--- src/rtl/carwash_pay_ctrl.sv ---
// -----------------------------------------------------------------------------
// carwash_pay_ctrl
//
// Payment and sequencing front end for the car wash washer. Raw coin and
// button inputs are synchronized and edge-detected. A saturating 4-bit coin
// credit pays for a program. Once paid, the block holds a one-hot program line
// and issues one `coin` step strobe every STEP_CYCLES clocks, one per wash
// step. It then pulses `reset_program` to return the washer to idle.
//
// Ports
//   clk                     system clock, rising edge
//   reset_n                 asynchronous active-low reset
//   coin_in                 raw coin acceptor level (async)
//   sel_basic/extra/plat    raw program buttons (async)
//   cancel                  raw cancel button (async)
//   basic_program,
//   extra_cleaning_program,
//   platinum_program        one-hot program select to washer
//   coin                    one-cycle step strobe to washer
//   reset_program           one-cycle washer reset pulse
//   credit                  unspent coin count (saturates at 15)
//   busy                    high in ARM / RUN / DONE
//   refund                  one-cycle pulse: credit returned on cancel
//   reject                  one-cycle pulse: coin refused, credit saturated
// -----------------------------------------------------------------------------
module carwash_pay_ctrl #(
    parameter int PRICE_BASIC = 2,
    parameter int PRICE_EXTRA = 3,
    parameter int PRICE_PLAT  = 5,
    parameter int STEPS_BASIC = 6,
    parameter int STEPS_EXTRA = 8,
    parameter int STEPS_PLAT  = 14,
    parameter int STEP_CYCLES = 50_000_000
) (
    input  logic       clk,
    input  logic       reset_n,
    input  logic       coin_in,
    input  logic       sel_basic,
    input  logic       sel_extra,
    input  logic       sel_plat,
    input  logic       cancel,
    output logic       basic_program,
    output logic       extra_cleaning_program,
    output logic       platinum_program,
    output logic       coin,
    output logic       reset_program,
    output logic [3:0] credit,
    output logic       busy,
    output logic       refund,
    output logic       reject
);

    localparam int TW   = $clog2(STEP_CYCLES);
    localparam int SMAX = (STEPS_PLAT > STEPS_EXTRA) ?
                          ((STEPS_PLAT > STEPS_BASIC) ? STEPS_PLAT : STEPS_BASIC) :
                          ((STEPS_EXTRA > STEPS_BASIC) ? STEPS_EXTRA : STEPS_BASIC);
    localparam int SW   = $clog2(SMAX + 1);

    localparam logic [TW-1:0] TMR_RELOAD = TW'(STEP_CYCLES - 1);
    localparam logic [3:0]    P_BASIC    = 4'(PRICE_BASIC);
    localparam logic [3:0]    P_EXTRA    = 4'(PRICE_EXTRA);
    localparam logic [3:0]    P_PLAT     = 4'(PRICE_PLAT);
    localparam logic [SW-1:0] N_BASIC    = SW'(STEPS_BASIC);
    localparam logic [SW-1:0] N_EXTRA    = SW'(STEPS_EXTRA);
    localparam logic [SW-1:0] N_PLAT     = SW'(STEPS_PLAT);

    // Program vector layout: {platinum, extra, basic}
    localparam logic [2:0] PG_BASIC = 3'b001;
    localparam logic [2:0] PG_EXTRA = 3'b010;
    localparam logic [2:0] PG_PLAT  = 3'b100;

    typedef enum logic [1:0] {
        S_IDLE = 2'd0,
        S_ARM  = 2'd1,
        S_RUN  = 2'd2,
        S_DONE = 2'd3
    } state_t;

    // ---------------------------------------------------------------------
    // Input synchronizers: two flops for metastability, a third for edge
    // detect. Bit order {coin, basic, extra, plat, cancel}.
    // ---------------------------------------------------------------------
    logic [4:0] w_raw;
    logic [4:0] r_sync1, r_sync2, r_sync3;
    logic [4:0] w_edge;

    assign w_raw  = {coin_in, sel_basic, sel_extra, sel_plat, cancel};
    assign w_edge = r_sync2 & ~r_sync3;

    always_ff @(posedge clk or negedge reset_n) begin
        if (!reset_n) begin
            r_sync1 <= '0;
            r_sync2 <= '0;
            r_sync3 <= '0;
        end else begin
            r_sync1 <= w_raw;
            r_sync2 <= r_sync1;
            r_sync3 <= r_sync2;
        end
    end

    logic w_coin_edge, w_basic_edge, w_extra_edge, w_plat_edge, w_cancel_edge;
    assign {w_coin_edge, w_basic_edge, w_extra_edge, w_plat_edge, w_cancel_edge} = w_edge;

    // ---------------------------------------------------------------------
    // State and datapath registers
    // ---------------------------------------------------------------------
    state_t        r_state,  w_state_nxt;
    logic [3:0]    r_credit, w_credit_nxt;
    logic [2:0]    r_prog,   w_prog_nxt;
    logic [TW-1:0] r_timer,  w_timer_nxt;
    logic [SW-1:0] r_steps,  w_steps_nxt;
    logic          r_refund, w_refund_nxt;
    logic          r_reject, w_reject_nxt;
    logic          w_strobe;

    // A coin is always added before anything else in the cycle looks at
    // credit, so a same-cycle select sees the incremented value.
    logic [3:0] w_cred_inc;
    logic       w_cred_full;

    assign w_cred_full = (r_credit == 4'd15);
    assign w_cred_inc  = (w_coin_edge && !w_cred_full) ? r_credit + 4'd1 : r_credit;

    // Highest-priority pressed button decides; a lower button pressed in
    // the same cycle is not considered as a fallback.
    logic [2:0] w_sel_pg;
    logic [3:0] w_sel_price;

    always_comb begin
        w_sel_pg    = '0;
        w_sel_price = '0;
        if (w_plat_edge) begin
            w_sel_pg    = PG_PLAT;
            w_sel_price = P_PLAT;
        end else if (w_extra_edge) begin
            w_sel_pg    = PG_EXTRA;
            w_sel_price = P_EXTRA;
        end else if (w_basic_edge) begin
            w_sel_pg    = PG_BASIC;
            w_sel_price = P_BASIC;
        end
    end

    // ---------------------------------------------------------------------
    // Next-state / datapath logic
    // ---------------------------------------------------------------------
    always_comb begin
        w_state_nxt  = r_state;
        w_credit_nxt = w_cred_inc;
        w_prog_nxt   = r_prog;
        w_timer_nxt  = r_timer;
        w_steps_nxt  = r_steps;
        w_refund_nxt = 1'b0;
        w_reject_nxt = w_coin_edge && w_cred_full;
        w_strobe     = 1'b0;

        unique case (r_state)
            S_IDLE: begin
                if (w_cancel_edge) begin
                    if (w_cred_inc != 4'd0) begin
                        w_credit_nxt = 4'd0;
                        w_refund_nxt = 1'b1;
                    end
                end else if (w_sel_pg != 3'b000 && w_cred_inc >= w_sel_price) begin
                    w_credit_nxt = w_cred_inc - w_sel_price;
                    w_prog_nxt   = w_sel_pg;
                    w_state_nxt  = S_ARM;
                end
            end

            S_ARM: begin
                if (w_cancel_edge) begin
                    w_prog_nxt  = '0;
                    w_state_nxt = S_DONE;
                end else begin
                    w_timer_nxt = TMR_RELOAD;
                    unique case (r_prog)
                        PG_PLAT:  w_steps_nxt = N_PLAT;
                        PG_EXTRA: w_steps_nxt = N_EXTRA;
                        default:  w_steps_nxt = N_BASIC;
                    endcase
                    w_state_nxt = S_RUN;
                end
            end

            S_RUN: begin
                // Cancel wins over a strobe due in the same cycle.
                if (w_cancel_edge) begin
                    w_prog_nxt  = '0;
                    w_state_nxt = S_DONE;
                end else if (r_timer == '0) begin
                    w_strobe    = 1'b1;
                    w_timer_nxt = TMR_RELOAD;
                    w_steps_nxt = r_steps - SW'(1);
                    if (r_steps == SW'(1)) begin
                        w_prog_nxt  = '0;
                        w_state_nxt = S_DONE;
                    end
                end else begin
                    w_timer_nxt = r_timer - TW'(1);
                end
            end

            S_DONE: begin
                w_state_nxt = S_IDLE;
            end

            default: begin
                w_prog_nxt  = '0;
                w_state_nxt = S_IDLE;
            end
        endcase
    end

    always_ff @(posedge clk or negedge reset_n) begin
        if (!reset_n) begin
            r_state  <= S_IDLE;
            r_credit <= '0;
            r_prog   <= '0;
            r_timer  <= '0;
            r_steps  <= '0;
            r_refund <= 1'b0;
            r_reject <= 1'b0;
        end else begin
            r_state  <= w_state_nxt;
            r_credit <= w_credit_nxt;
            r_prog   <= w_prog_nxt;
            r_timer  <= w_timer_nxt;
            r_steps  <= w_steps_nxt;
            r_refund <= w_refund_nxt;
            r_reject <= w_reject_nxt;
        end
    end

    // ---------------------------------------------------------------------
    // Outputs. The strobe decodes straight from registers, so it lines up
    // with the cycle in which the timer reads zero while the program line
    // is still held.
    // ---------------------------------------------------------------------
    assign {platinum_program, extra_cleaning_program, basic_program} = r_prog;
    assign coin          = w_strobe;
    assign reset_program = (r_state == S_DONE);
    assign busy          = (r_state != S_IDLE);
    assign credit        = r_credit;
    assign refund        = r_refund;
    assign reject        = r_reject;

endmodule

--- config.mk ---
export PLATFORM = sky130hd
export DESIGN_NAME = carwash_pay_ctrl
export DESIGN_NICKNAME = d
export VERILOG_FILES = /design/src/rtl/carwash_pay_ctrl.sv
export SDC_FILE = /design/constraint.sdc
export NUM_CORES = 1
export LEC_CHECK = 0
export ABC_CLOCK_PERIOD_IN_PS = 2800
export CORE_ASPECT_RATIO = 0.8
export CORE_UTILIZATION = 30
export DETAILED_ROUTE_END_ITERATION = 8
export HOLD_SLACK_MARGIN = 0.05
export PLACE_DENSITY = 0.58
export RECOVER_POWER = 50
export SYNTH_ARGS = -nofsm -noshare
export SYNTH_HDL_FRONTEND = slang
export SYNTH_SLANG_ARGS = --single-unit
--- constraint.sdc ---
create_clock -name clk -period 2.8 [get_ports clk]
set_input_delay 0.56 -clock clk [delete_from_list [all_inputs] [get_ports clk]]
set_output_delay 0.56 -clock clk [all_outputs]
set_load 0.01 [all_outputs]
* Word level (Yosys, flattened, before mapping) *
Cells that the tools add are included.
W data, S select, Z words.

cells by class
  add/subtract/negate cells = 4
  order comparisons = 1
  equality and inequality tests = 15
  mux-type cells = 40
  bitwise gates (word level) = 2
  reduce and logical (&&, ||, !) cells = 15

operator list
  cell                     count
  $mux W26                 3
  $pmux W26 S2             1
  $mux W4                  8
  $logic_not A26 Y1        1
  $sub A26 B1 Y26 const B  1
  $mux W3                  8
  $mux W2                  8
  $pmux W4 S2              2
  $ne A2 B2 Y1 const B     6
  $pmux W3 S3              1
  $mux W1                  8
  $pmux W2 S4              1
  $reduce_and A4 Y1        2
  $ne A3 B3 Y1 const B     2
  $reduce_and A6 Y1        1
  $reduce_bool A3 Y1       2
  $and A5 B5 Y5            1
  $not A5 Y5               1
  $add A4 B1 Y4 const B    1
  $eq A2 B2 Y1 const B     2
  $eq A4 B1 Y1 const B     1
  $eq A4 B4 Y1 const B     1
  $ge A4 B4 Y1             1
  $reduce_bool A2 Y1       2
  10 further kinds         12

word-level totals
  bits in registers = 56
  bits of input ports = 7
  output and inout port bits = 12
  word-level logic and storage cells = 87

* Logic depth before layout (Yosys ltp) *
  word-level depth = 10
  depth in mapped cells = 12
  mapped depth without buffers = 12

* Least setup slack after synthesis *
Ideal clock, no wire load.

  path type = reg2reg
  from = register r_credit[0] (netlist: credit[0])
  to = register r_prog[0]
  library setup time = 0.125 ns
  arrival time = 2.648 ns
  data required time = 2.675 ns
  slack = 0.027 ns
  cell stages (with the launch flop) = 13
  buffers on the path = 0
  period minus slack after synthesis = 2.773 ns
  cell sequence = dfrtp_1 -> ha_1 -> nand3_1 -> nand2_1 -> xor2_1 -> ha_1 -> inv_1 -> fa_1 -> a21o_1 -> a21oi_1 -> nand3_1 -> nand3_1 -> mux2_2

between the ends
  longest elaborated chain between the ends = 8
  elaborated cells between the ends (all ways) = 9
  those cells by class = add/sub: 1; order compare: 1; eq/ne: 2; mux: 1; reduce/logical: 4

ends and longest elaborated chain
  what                                                                   RTL line  text
  from (decl)                                                            109       logic [3:0] r_credit, w_credit_nxt;
  from (signal assigned)                                                 227       r_credit <= w_credit_nxt;
  parallel branches: the longest is 3 deep, another holds $add A4 B1 Y4  n/a
  $mux W4 (*)                                                            123       assign w_cred_inc = (w_coin_edge && !w_cred_full) ? r_credit + 4'd1 : r_credit;
  $ge A4 B4 Y1 (*)                                                       165       end else if (w_sel_pg != 3'b000 && w_cred_inc >= w_sel_price) begin
  $logic_and A1 B1 Y1 (*)                                                165
  $ne A2 B2 Y1 (no source line) (*)                                      n/a
  $reduce_and A6 Y1 (no source line) (*)                                 n/a
  to (signal assigned)                                                   228       r_prog <= w_prog_nxt;
  to (decl)                                                              110       logic [2:0] r_prog, w_prog_nxt;

Every way passes the cells marked *.
A chain may end at the register's enable or synchronous reset.

* Worst setup path in the final report *
  from = register r_timer[14]
  to = output port coin

between the ends
  longest elaborated chain between the ends = 4

ends and longest elaborated chain
  what                    RTL line  text
  from (decl)             111       logic [TW-1:0] r_timer, w_timer_nxt;
  from (signal assigned)  229       r_timer <= w_timer_nxt;
  $logic_not A26 Y1       192       end else if (r_timer == '0) begin
  $mux W1                 192
  $mux W1                 189       if (w_cancel_edge) begin
  $mux W1                 158       unique case (r_state)
  to (decl)               45        output logic coin,

Every way passes these cells.

==> impl_metrics.xml <==
<?xml version="1.0" encoding="UTF-8"?>
<metrics>
  <group name="status">
    <metric name="run_status" unit="">complete, but fails checks</metric>
    <metric name="failed_checks" unit="">capacitance limit, slew limit</metric>
  </group>
  <group name="setup_path">
    <metric name="cp_max_stage_cell" unit="">or4_4</metric>
    <metric name="max_stage_delay" unit="ns">0.54</metric>
    <metric name="worstReg2RegEnd" unit="">r_prog[0]$_DFFE_PN0P_</metric>
    <metric name="cp_cell_sequence" unit="">or4_4, nand2b_4, or4_4, inv_1, clkdlybuf4s15_1</metric>
    <metric name="timing.setup.critical_path_class" unit="">reg -&gt; out</metric>
    <metric name="nature_of_the_critical_path_startpoint" unit="">flip-flop</metric>
    <metric name="rr_startpoint" unit="">credit[0]$_DFF_PN0_</metric>
    <metric name="timing.critical_path.mode_cell" unit="">or4_4</metric>
    <metric name="worstPathMaxFanout" unit="">2</metric>
    <metric name="arrival" unit="ns">2.17</metric>
    <metric name="r2r_slack" unit="ns">0.14</metric>
    <metric name="crit_end_element" unit="">output pin</metric>
    <metric name="worst_r2r_path_depth" unit="">12</metric>
    <metric name="worstPathRequired" unit="ns">2.24</metric>
  </group>
  <group name="logic_synthesis">
    <metric name="post_synth_xor_area_fraction" unit="%">6.16</metric>
    <metric name="netlist_area" unit="sq um">2840</metric>
    <metric name="synth.area.top_cells" unit="">dfrtp_1 (49%), ha_1 (4.8%), xnor2_1 (4.0%), nand2_1 (3.8%), nor2_1 (3.6%)</metric>
    <metric name="synth_compound_area_share" unit="%">11.0</metric>
    <metric name="post-synth-top-count-cell" unit="">dfrtp_1</metric>
    <metric name="yosys_most_used_dff" unit="">dfrtp_1</metric>
    <metric name="synth_simple_gate_area_share" unit="%">21.3</metric>
    <metric name="synth_area_leader_cell" unit="">dfrtp_1</metric>
    <metric name="synth_enable_flop_cells" unit="">0</metric>
    <metric name="postSynthRegisterBits" unit="">56</metric>
    <metric name="synth.top_cells.by_count" unit="">dfrtp_1 (56), nand2_1 (29), nor2_1 (27), nor3_1 (15), a21oi_1 (14)</metric>
    <metric name="post_synth.cell_area_avg" unit="sq um">10.0</metric>
    <metric name="post_synth_mux_area_share" unit="%">3.83</metric>
    <metric name="yosys_warn_count" unit="">0</metric>
    <metric name="synth_cell_types" unit="">47</metric>
    <metric name="ys_seq_area_share" unit="%">49.3</metric>
    <metric name="area_fraction_of_the_dominant_cell_type_after_synthesis" unit="%">49.3</metric>
    <metric name="synthCells" unit="">283</metric>
    <metric name="synth_async_sr_flop_share" unit="%">100</metric>
    <metric name="combinational_family_with_the_most_area_after_synthesis" unit="">simple AND/OR/NAND/NOR gates</metric>
    <metric name="syn-num-nets" unit="">302</metric>
    <metric name="synth_adder_area_share" unit="%">5.54</metric>
  </group>
  <group name="power_and_ir_drop">
    <metric name="power.total" unit="mW">3.13</metric>
    <metric name="leakage" unit="nW">1.46</metric>
    <metric name="peakVddDrop" unit="mV">0.282</metric>
    <metric name="cellPowerDensity" unit="nW/um^2">872</metric>
  </group>
  <group name="timing">
    <metric name="fin_crit_sh" unit="%">97.6</metric>
    <metric name="report.final.setup_viol" unit="">0</metric>
    <metric name="maxSlewViolCount" unit="">41</metric>
    <metric name="fin_crit" unit="ns">2.73</metric>
    <metric name="slew_headroom" unit="%">-45.6</metric>
    <metric name="hold_viol_final" unit="">0</metric>
    <metric name="timing.setup.tns" unit="ns">0</metric>
    <metric name="timing.fmax" unit="MHz">366</metric>
    <metric name="rsz0062_at_grt" unit="">no</metric>
    <metric name="finalClockSkew" unit="ns">0.0102</metric>
    <metric name="max_slew.worst_pin.slew" unit="ns">2.18</metric>
  </group>
  <group name="floorplan">
    <metric name="fp.dieArea" unit="sq um">9880</metric>
    <metric name="num_rows" unit="">31</metric>
    <metric name="chipHeight" unit="um">89.1</metric>
    <metric name="design.portCount" unit="">19</metric>
    <metric name="design.core.area" unit="sq um">9110</metric>
    <metric name="dieWidth" unit="um">111</metric>
    <metric name="initial_utilization" unit="%">31.2</metric>
  </group>
  <group name="grt">
    <metric name="grt_usage" unit="%">13.9</metric>
    <metric name="grt_start_max_net_pins" unit="">41</metric>
    <metric name="grt_overflow_total" unit="">0</metric>
    <metric name="grt_antenna_before_repair" unit="">0</metric>
    <metric name="grt_pass1_vias" unit="">2170</metric>
    <metric name="wire_length_of_the_first_global_routing_pass" unit="mm">10.6</metric>
  </group>
  <group name="detailed_routing">
    <metric name="drt-initial-drc-count" unit="">140</metric>
    <metric name="vias" unit="">2205</metric>
    <metric name="routed.top_layer" unit="">met4</metric>
    <metric name="wl_met3" unit="um">171</metric>
    <metric name="wl_met1" unit="mm">3.23</metric>
    <metric name="route.detailed.vias_per_inst" unit="">4.91</metric>
    <metric name="detail-route-antenna-nets" unit="">0</metric>
    <metric name="pre_antenna_drt_iters" unit="">4</metric>
    <metric name="route.detailed.wl_per_inst" unit="um">13.6</metric>
    <metric name="remaining_drc_errors" unit="">0</metric>
    <metric name="detail_route.wirelength" unit="mm">6.11</metric>
    <metric name="routed-wl-met2" unit="mm">2.61</metric>
  </group>
  <group name="clock_tree">
    <metric name="clk_path_buf_depth" unit="">2</metric>
    <metric name="cts-buffers-inserted" unit="">5</metric>
    <metric name="htreeDepth" unit="">2</metric>
    <metric name="tritoncts" unit="">yes</metric>
    <metric name="cts-root-buf" unit="">clkbuf_16</metric>
    <metric name="clk_latency" unit="ns">0.30</metric>
    <metric name="clock_transition_at_path_regs" unit="ns">0.07</metric>
    <metric name="cts_hold_repair.buffers" unit="">0</metric>
    <metric name="clock-sinks" unit="">56</metric>
  </group>
  <group name="run">
    <metric name="drv_cap" unit="">1</metric>
  </group>
  <group name="finish">
    <metric name="num-nets-final" unit="">352</metric>
    <metric name="number_of_diodes" unit="">0</metric>
    <metric name="syn_to_final_growth" unit="%">26.0</metric>
    <metric name="multiInputGateArea" unit="sq um">1410</metric>
    <metric name="filler_cell_count" unit="">873</metric>
    <metric name="final_layout_size_suffix_gt1_share" unit="%">18.9</metric>
    <metric name="seqCellArea" unit="sq um">1400</metric>
  </group>
  <group name="placed_design">
    <metric name="port_buffers" unit="">18</metric>
    <metric name="place.detailed.hpwl" unit="mm">4.50</metric>
    <metric name="routability_cong" unit="">0.798</metric>
  </group>
  <group name="min_path">
    <metric name="hp-start" unit="">r_sync1[4]$_DFF_PN0_</metric>
    <metric name="timing.hold.worst_path_depth" unit="">0</metric>
    <metric name="hold_class" unit="">reg -&gt; reg</metric>
    <metric name="whs_endpoint" unit="">r_sync2[4]$_DFF_PN0_</metric>
  </group>
</metrics>
[how the worst max path moves through the flow]
stage                            start               endpoint  slack [ns]  depth (start not counted)
2_1_floorplan      credit[0]$_DFF_PN0_  r_prog[0]$_DFFE_PN0P_        0.03                         12
3_3_place_gp   r_timer[14]$_DFFE_PN0P_                   coin        0.06                          5
3_5_place_dp       credit[0]$_DFF_PN0_  r_prog[0]$_DFFE_PN0P_       0.006                         12
4_1_cts        r_timer[14]$_DFFE_PN0P_                   coin        0.01                          5
5_1_grt        r_timer[14]$_DFFE_PN0P_                   coin       0.002                          5
6_report       r_timer[14]$_DFFE_PN0P_                   coin        0.07                          5
[worst max-delay path, delay by kind of cell, from the launching register on]
family / cells / cell delay [ns]
buf+inv: 2 / 0.28
flops: 1 / 0.38
simple gates: 3 / 1.22
[state kept, by name (all words and copies together), names as in the netlist]
name,cells
r_prog,3
r_timer,26
refund,1
r_sync3,5
reject,1
r_sync2,5
r_sync1,5
r_state,2
r_steps,4
credit,4
[kinds of logic after synthesis]
family                   Yosys count
AO/OA/AOI/OAI                     48
AND/OR/NAND/NOR                  118
multiplexers                      10
buffers and inverters             19
flip-flops                        56
adder cells (fa/ha/maj)           12
XOR/XNOR                          20
[power breakdown]
part	total, mW	internal (mW)	switching [mW]
logic	1.39	0.646	0.748
clock network	0.719	0.426	0.293
registers	1.01	0.923	0.0885
total	3.13	2.00	1.13
[layout make-up]
cell class	count	area share (%)
multi-input cells	208	39.5
flip-flops and latches	56	39.1
repair buffers	51	11.6
well taps	115	4.02
clock buffers	6	3.60
inverters	11	1.15
clock inverters	2	1.08
[per-layer routing]
layer / vias to the layer above / global-route usage (%)
li1: 1088 / -
met1: 1081 / 19.0
met2: 29 / 21.8
met3: 7 / 2.85
met4: 0 / 5.45
met5: - / 0
[what timing repair did]
item / 4_1_cts / 5_1_grt
gates resized for setup: 4 / 9
pin swaps: 0 / 4
setup endpoints to repair: 2 / 8
setup buffers: 0 / 1
cloned: 0 / 0
[through the flow]
| stage | cells | hold slack, ns | worst slack (ns) | instance area [sq um] | util [%] |
|---|---|---|---|---|---|
| floorplan | 283 | 0.264 | 0.0274 | 2840 | - |
| global placement | 440 | 0.332 | 0.0583 | 3360 | 36.9 |
| detailed placement | 440 | 0.335 | 0.00557 | 3360 | 36.9 |
| CTS | 448 | 0.352 | 0.0122 | 3540 | 38.8 |
| global route | 449 | 0.361 | 0.00175 | 3580 | 39.3 |
| finish | 449 | 0.350 | 0.0658 | 3580 | 39.3 |
[layout by cell type (no fill, tap or decap), drive strengths merged, types with 11 or more instances in the layout]
cell type      count
buf               31
ha                11
dfrtp             56
a21oi             14
clkdlybuf4s50     11
inv               12
nor3              15
nor2              27
nand2             29
xnor2             13
Note: power is estimated with default switching activity, not from simulation.
